===== src/rtl/tff_pkg.sv =====
// Shared types and default timing constants for the toggle-request front end.
package tff_pkg;

   // Debounce / auto-repeat controller states.
   typedef enum logic [2:0] {
      IDLE       = 3'd0,
      DB_PRESS   = 3'd1,
      HELD       = 3'd2,
      REPEAT     = 3'd3,
      DB_RELEASE = 3'd4
   } tff_state_e;

   // Default timing, in clk cycles.
   localparam int DB_CYCLES_DEF     = 16;
   localparam int HOLD_CYCLES_DEF   = 64;
   localparam int REPEAT_CYCLES_DEF = 16;

   // Largest of three values; used to size the shared counter.
   function automatic int max3(input int a, input int b, input int c);
      int m;
      m = a;
      if (b > m) m = b;
      if (c > m) m = c;
      return m;
   endfunction

endpackage


===== src/rtl/sync2.sv =====
// Two-flop synchronizer for a single asynchronous bit, synchronous active-low reset.
module sync2 (
   input  logic clk,
   input  logic reset_n,
   input  logic d,
   output logic q
);

   logic meta_q, meta_d;
   logic sync_q, sync_d;

   // Shift the raw bit through the two-stage chain.
   always_comb begin
      meta_d = d;
      sync_d = meta_q;
   end

   // Synchronizer flops; both stages clear on reset.
   always_ff @(posedge clk) begin
      if (!reset_n) begin
         meta_q <= 1'b0;
         sync_q <= 1'b0;
      end else begin
         meta_q <= meta_d;
         sync_q <= sync_d;
      end
   end

   // Only the second stage is visible downstream.
   always_comb q = sync_q;

endmodule


===== src/rtl/tff_toggle_req.sv =====
// Turns a bouncy asynchronous button into clean one-cycle toggle requests for a
// downstream TFF: synchronize, debounce press and release, one-shot on accepted
// press, optional auto-repeat while held.
//
// Timing bounds: DB_CYCLES >= 2, HOLD_CYCLES >= 1, REPEAT_CYCLES >= 2.
// The counter never wraps; it saturates at all-ones, which is how a hold with
// auto-repeat disabled (or cancelled) is kept from ever pulsing again.
module tff_toggle_req
   import tff_pkg::*;
#(
   parameter int DB_CYCLES     = DB_CYCLES_DEF,
   parameter int HOLD_CYCLES   = HOLD_CYCLES_DEF,
   parameter int REPEAT_CYCLES = REPEAT_CYCLES_DEF
) (
   input  logic clk,
   input  logic reset_n,
   input  logic btn_raw,
   input  logic rpt_en,
   output logic t_pulse,
   output logic btn_state,
   output logic busy
);

   localparam int CNT_W = $clog2(max3(DB_CYCLES, HOLD_CYCLES, REPEAT_CYCLES)) + 1;

   localparam logic [CNT_W-1:0] CNT_ZERO  = '0;
   localparam logic [CNT_W-1:0] CNT_ONE   = CNT_W'(1);
   localparam logic [CNT_W-1:0] CNT_MAX   = '1;
   localparam logic [CNT_W-1:0] DB_LAST   = CNT_W'(DB_CYCLES - 1);
   localparam logic [CNT_W-1:0] HOLD_LAST = CNT_W'(HOLD_CYCLES - 1);
   localparam logic [CNT_W-1:0] RPT_LAST  = CNT_W'(REPEAT_CYCLES - 1);

   logic             btn_sync;
   tff_state_e       state_q, state_d;
   logic [CNT_W-1:0] cnt_q, cnt_d;
   logic [CNT_W-1:0] cnt_inc;
   logic             t_pulse_q, t_pulse_d;
   logic             btn_state_q, btn_state_d;

   sync2 u_sync2 (
      .clk     (clk),
      .reset_n (reset_n),
      .d       (btn_raw),
      .q       (btn_sync)
   );

   // State register: FSM, shared counter and registered outputs.
   always_ff @(posedge clk) begin
      if (!reset_n) begin
         state_q     <= IDLE;
         cnt_q       <= CNT_ZERO;
         t_pulse_q   <= 1'b0;
         btn_state_q <= 1'b0;
      end else begin
         state_q     <= state_d;
         cnt_q       <= cnt_d;
         t_pulse_q   <= t_pulse_d;
         btn_state_q <= btn_state_d;
      end
   end

   // Next state: a btn_sync change always outranks a terminal count.
   always_comb begin
      state_d     = state_q;
      cnt_d       = cnt_q;
      t_pulse_d   = 1'b0;
      btn_state_d = btn_state_q;
      cnt_inc     = (cnt_q == CNT_MAX) ? cnt_q : cnt_q + CNT_ONE;
      case (state_q)
         IDLE: begin
            if (btn_sync) begin
               state_d = DB_PRESS;
               cnt_d   = CNT_ONE;
            end else begin
               cnt_d   = CNT_ZERO;
            end
         end
         DB_PRESS: begin
            if (!btn_sync) begin
               state_d = IDLE;
               cnt_d   = CNT_ZERO;
            end else if (cnt_q == DB_LAST) begin
               state_d     = HELD;
               cnt_d       = CNT_ZERO;
               t_pulse_d   = 1'b1;
               btn_state_d = 1'b1;
            end else begin
               cnt_d = cnt_inc;
            end
         end
         HELD: begin
            if (!btn_sync) begin
               state_d = DB_RELEASE;
               cnt_d   = CNT_ONE;
            end else if (rpt_en && (cnt_q == HOLD_LAST)) begin
               state_d   = REPEAT;
               cnt_d     = CNT_ZERO;
               t_pulse_d = 1'b1;
            end else begin
               cnt_d = cnt_inc;
            end
         end
         REPEAT: begin
            if (!btn_sync) begin
               state_d = DB_RELEASE;
               cnt_d   = CNT_ONE;
            end else if (!rpt_en) begin
               // Cancelled repeat parks in HELD with a counter that can never match.
               state_d = HELD;
               cnt_d   = CNT_MAX;
            end else if (cnt_q == RPT_LAST) begin
               cnt_d     = CNT_ZERO;
               t_pulse_d = 1'b1;
            end else begin
               cnt_d = cnt_inc;
            end
         end
         DB_RELEASE: begin
            if (btn_sync) begin
               // Release bounce: back to HELD silently, no re-toggle.
               state_d = HELD;
               cnt_d   = CNT_ZERO;
            end else if (cnt_q == DB_LAST) begin
               state_d     = IDLE;
               cnt_d       = CNT_ZERO;
               btn_state_d = 1'b0;
            end else begin
               cnt_d = cnt_inc;
            end
         end
         default: begin
            state_d     = IDLE;
            cnt_d       = CNT_ZERO;
            btn_state_d = 1'b0;
         end
      endcase
   end

   // Outputs: pulse and level come straight from flops; busy decodes the state.
   always_comb begin
      t_pulse   = t_pulse_q;
      btn_state = btn_state_q;
      busy      = (state_q != IDLE);
   end

endmodule


===== config.mk =====
export PLATFORM = sky130hd
export DESIGN_NAME = tff_toggle_req
export DESIGN_NICKNAME = d
export VERILOG_FILES = /design/src/rtl/tff_pkg.sv /design/src/rtl/sync2.sv /design/src/rtl/tff_toggle_req.sv
export SDC_FILE = /design/constraint.sdc
export NUM_CORES = 1
export LEC_CHECK = 0
export BUFFER_PORTS_ARGS = -buffer_cell sky130_fd_sc_hd__buf_2
export CAP_MARGIN = 20
export CORE_AREA = 2 2 43 45
export CTS_BUF_LIST = sky130_fd_sc_hd__clkbuf_16
export DETAILED_ROUTE_END_ITERATION = 12
export DIE_AREA = 0 0 45 47
export PLACE_DENSITY = 0.78
export REMOVE_ABC_BUFFERS = 1
export SLEW_MARGIN = 15
export SYNTH_ARGS = -nofsm -noshare
export SYNTH_HDL_FRONTEND = slang
export SYNTH_HIERARCHICAL = 1
export SYNTH_SLANG_ARGS = --single-unit

===== constraint.sdc =====
create_clock -name clk -period 2.1 [get_ports clk]
set_clock_uncertainty 0.2 [all_clocks]
set_input_delay 0.105 -clock clk [delete_from_list [all_inputs] [get_ports clk]]
set_output_delay 0.105 -clock clk [all_outputs]
set_load 0.01 [all_outputs]

======== After elaboration in Yosys (flattened, before gate mapping) ========
Index checks and enable logic that the tools add are counted.
word-level totals
  flip-flop bits (word level) ............. 14
  bits of input ports ..................... 4
  word-level logic and storage cells ...... 62
  output and inout bits ................... 3
operators by class
  bitwise operators ....................... 1
  muxes and demuxes ....................... 32
  add/sub/neg operators ................... 1
  equality and inequality tests ........... 16
  reductions and logical operators ........ 6
operator list
  operator             number
  $mux 7               8
  $pmux 7 s5           1
  $mux 3               9
  $pmux 3 s5           1
  $mux 1               11
  $reduce_and 5->1     2
  $ne 3x3->1 const B   3
  $add 7x1->7 const B  1
  $eq 7x4->1 const B   1
  $eq 7x6->1 const B   1
  $eq 7x7->1 const B   1
  $eq 3x2->1 const B   2
  $ne 2x2->1 const B   3
  $pmux 1 s3           2
  $ne 2x1->1 const B   2
  $eq 3x1->1 const B   1
  $eq 3x3->1 const B   1
  $logic_not 3->1      1
  $ne 3x2->1 const B   1
  $reduce_bool 3->1    1
  $reduce_or 3->1      1
  $logic_and 1x1->1    1
  $not 1->1            1

======== Depth between registers and ports, before layout ========
  depth in word-level cells ............... 6
  mapped depth ............................ 6
  gate-level depth less buffers ........... 5

======== Modules after synthesis ========
Netlist, hierarchy kept.
modules (own cells, without submodules)
  module          area each (um2)  cells each  sequential area each (um2)  instances
  tff_toggle_req  853.3            99          240.2                       1
  sync2           52.6             4           40.0                        1

======== Least setup slack after synthesis ========
No wires, ideal clock.
  path kind ............................... reg-to-reg
  start ................................... reg cnt_q[0]
  end ..................................... reg cnt_q[4]
  required time ........................... 1771 ps
  library setup time ...................... 129 ps
  cell stages (with the launch flop) ...... 6
  path buffers ............................ 0
  arrival time ............................ 1524 ps
  setup slack ............................. 247 ps
  clock period less this slack ............ 1853 ps
  cell sequence ........................... dfxtp_1 -> ha_1 -> or3b_4 -> a2bb2oi_2 -> o31ai_4 -> a31oi_1
between the ends
  cells in the longest elaborated chain, start to end .. 6
  elaborated cells between the ends (all ways) .. 14
  those cells by class .................... add/sub: 1; eq/ne: 3; mux: 9; reduce/logical: 1
ends and longest elaborated chain
  item                                       RTL line                                                            source
  start: declaration                         tff_toggle_req.sv:35                                                logic [CNT_W-1:0] cnt_q, cnt_d;
  start signal: assignment                   tff_toggle_req.sv:56                                                cnt_q <= cnt_d;
  $add 7x1->7 or $eq 7x7->1 (tied branches)  tff_toggle_req.sv:68                                                cnt_inc = (cnt_q == CNT_MAX) ? cnt_q : cnt_q + CNT_ONE;
  $mux 7                                     tff_toggle_req.sv:68
  $mux 7                                     tff_toggle_req.sv:82, tff_toggle_req.sv:111, tff_toggle_req.sv:123
  $mux 7                                     tff_toggle_req.sv:107                                               end else if (!rpt_en) begin
  $mux 7                                     tff_toggle_req.sv:104                                               if (!btn_sync) begin
  $pmux 7 s5 (*)                             tff_toggle_req.sv:69                                                case (state_q)
Mark *: on every way between the ends. The rest lies on a longest branch, timed or not.
A chain may end at the register's enable or synchronous reset.

======== Worst setup path after layout ========
  start ................................... reg cnt_q[0]
  end ..................................... reg cnt_q[0]
Same word-level chain as after synthesis.

==> impl_results.md <==
- CTS tree: done
- Core Rows: 15
- Synth area leader: dfxtp_1
- Fraction of registers with async set/reset: 0
- Die area: between 2000 and 2500 um2
- Type of the worst min-delay path: primary input to flip-flop
- First-pass GRT wire length: 3430 um
- Final Hold Fails: 0
- Post-Synthesis Cells: between 100 and 150
- Fmax: about 0.51 GHz
- Top post-synthesis cells by area: dfxtp_1 31%, a31oi_1 3.5%, and2_1 3.5%
- Setup crit start kind: flip-flop
- Number of DRC markers in iteration 0: 13
- Yosys warns: 6
- Post-CTS setup buffer count: 0
- Max_cap viols: 0
- Average routed wire per standard cell: around 16 um
- Global Route met3 Usage: 0.0500
- Residual DRC: 0
- Status: complete, no violations
- Pleak: between 0.3 and 0.4 nW
- Setup TNS: 0 ns
- Placed Area: around 950 um2
- Crit path max-delay family: simple AND/OR/NAND/NOR gates
- Util after Layout: 0.636
- Ratio of cells with drive above 1 in the final layout: 0.196
- WP data arrival: roughly 1.9 ns
- Pin count of the biggest net entering global routing: 14
- Ys flop type: dfxtp_1
- Routed WL: between 2000 and 2500 um
- CP max FO: 6
- Synth-to-Final Area Change: 16.0%
- Initial antenna violation count: 0
- Hold_ws: ~0.17 ns
- Drt first pass iters: 4
- Total CTS buffers: 3
- RePlAce Congestion: 0.940
- Met2 capacity usage during global routing: 0.380
- Initial Util: 0.548
- Clock latency on the worst-skew pair: 0.24 ns
- CORE AREA: between 1500 and 2000 um2
- RSZ-0062 raised after global routing: no
- Design area: approximately 1100 um2
- Vias in the first global route: between 700 and 800
- Busiest grt layer: met2
- Chip height: about 47 um
- Tot GR Track Use: 0.218
- Max stage delay cell, worst path: or3b_4
- VDD IR-drop max: 0.621 mV
- Post-synth EDFFs: 0
- Via count: 820
- Tmin final: approximately 2 ns
- Grt ovf: 0
- Share of the synthesized area in the top cell type: 0.309
- CTS H-tree lvls: 1
- Clk buf depth: 2
- Clock-pin transition on the worst setup and hold timing paths: ~0.04 ns
- Kind of critical path: flip-flop to flip-flop
- Final std cells w/o fill: 129
- ANT nets after route: 0
- CTS Sinks: 14
- Crit-path max cell delay: 0.42 ns
- CP Capture Type: flip-flop
- Chip width: ~45 um
- Mean Syn Cell Area: roughly 8.8 um2
- Clock root buffer master: clkbuf_16
- #FFs+latches synth: 14
- Post-Synthesis Cell Area: around 910 um2
- Max-slew violations: 0
- Final HPWL DP: roughly 1400 um
- Vias per cell: between 6 and 7
- Setup violations, final: 0
- Ant diodes: 0
- Worst slew margin: 0.721
- Final Cycle Share: 0.931
- CP cell instances: ha_2, or3b_4, or2_4, a32oi_1, o32ai_1
- Worst path required time: approximately 2 ns
- M1 GR Usage: 0.284
- Final nets: ~120
- Cell Pwr Density: around 650 nW/um2
- Most common cell in the synthesized netlist: dfxtp_1
- Worst Path Buf+Inv: 0
- Worst slew pin tran: around 0.42 ns
- I/O pin total: 7
- I/O Buffers: 6
- Sequential share of the synthesized area: 0.309
- Placed Cells: around 120
- Unique cell type count in the Yosys netlist: 49
- Top post-synthesis cells by count: 14 x dfxtp_1, 6 x nand2_1, 5 x a21oi_1, 5 x a31oi_1, 5 x and2_1
==> worst min-delay path, cell delays in order <==
cell     delay [ns]
buf_2          0.14
inv_1          0.07
nor2_1         0.15
o41ai_1        0.10
==> metrics by stage <==
step,setup WS [ns],power [mW]
after floorplan,0.247,0.315
after detailed placement,0.0769,0.335
after global routing,0.0528,0.710
after CTS,0.0629,0.691
after global placement,0.125,0.334
final,0.144,0.685
==> per-layer routing <==
| metal | up-vias | part of all wire |
|---|---|---|
| met5 | - | 0 |
| met4 | 0 | 0.011 |
| met3 | 2 | 0.020 |
| met2 | 12 | 0.51 |
| met1 | 399 | 0.46 |
| li1 | 407 | - |
==> cell usage in the layout (no fill, tap or decap), types with 3 or more instances in the layout <==
master | synthesis | routed
a21oi_1 | 5 | 5
nand3_1 | 4 | 4
nor2_1 | 4 | 4
o21ai_1 | 4 | 4
a31oi_1 | 5 | 5
nand2_1 | 6 | 6
buf_4 | 0 | 3
o21ai_0 | 3 | 3
and2_1 | 5 | 5
buf_2 | 1 | 6
nand2b_1 | 3 | 3
dfxtp_1 | 14 | 14
inv_1 | 4 | 4
clkbuf_16 | 0 | 3
==> sequential cells by signal (all words and copies together) (netlist names) <==
signal,count
cnt_q,7
state_q,3
btn_state,1
t_pulse,1
u_sync2/meta_q,1
u_sync2/q,1
==> final timing paths <==
check                           cells after the start  slack, ns                 startpoint                 endpoint
worst min-delay path                                4       0.17                     rpt_en  state_q[1]$_SDFFE_PN0P_
worst min register to register                      1       0.24  u_sync2/meta_q$_SDFF_PN0_     u_sync2/q$_SDFF_PN0_
worst max-delay path                                5       0.14        cnt_q[0]$_SDFF_PN0_      cnt_q[0]$_SDFF_PN0_
worst max register to register                      5       0.14        cnt_q[0]$_SDFF_PN0_      cnt_q[0]$_SDFF_PN0_
==> cells by family (layout without fill, tap and decap cells) <==
family | count (synthesis) | after routing | share of synthesized area
AO/OA/AOI/OAI | 34 | 34 | 0.301
XOR/XNOR | 4 | 4 | 0.0387
adder cells (fa/ha/maj) | 1 | 1 | 0.0138
buffers and inverters | 10 | 19 | 0.0511
flip-flops | 14 | 14 | 0.309
multiplexers | 1 | 1 | 0.0111
AND/OR/NAND/NOR | 39 | 39 | 0.275
==> where the power goes <==
part,internal (mW),total [mW],leakage (nW),switching (mW)
Combinational,0.0244,0.0550,0.213,0.0306
Sequential,0.273,0.279,0.114,0.00636
Clock,0.251,0.351,0.0385,0.100
==> layout make-up <==
cell class | instances | area [um2]
Clock buffer | 3 | 75.1
Inverter | 4 | 15.0
Clock inverter | 1 | 3.75
Tap cell | 17 | 21.3
Multi-Input combinational cell | 79 | 583
Fill cell | 138 | 601
Timing Repair Buffer | 11 | 72.6
Sequential cell | 14 | 280
==> what timing repair did <==
item                                   4_1_cts  5_1_grt
setup endpoints to repair                    0        6
hold buffers                                 2        0
resized for setup                            0        2
endpoints found under the hold margin        3        0
Note: power is estimated with default switching activity, not from simulation.
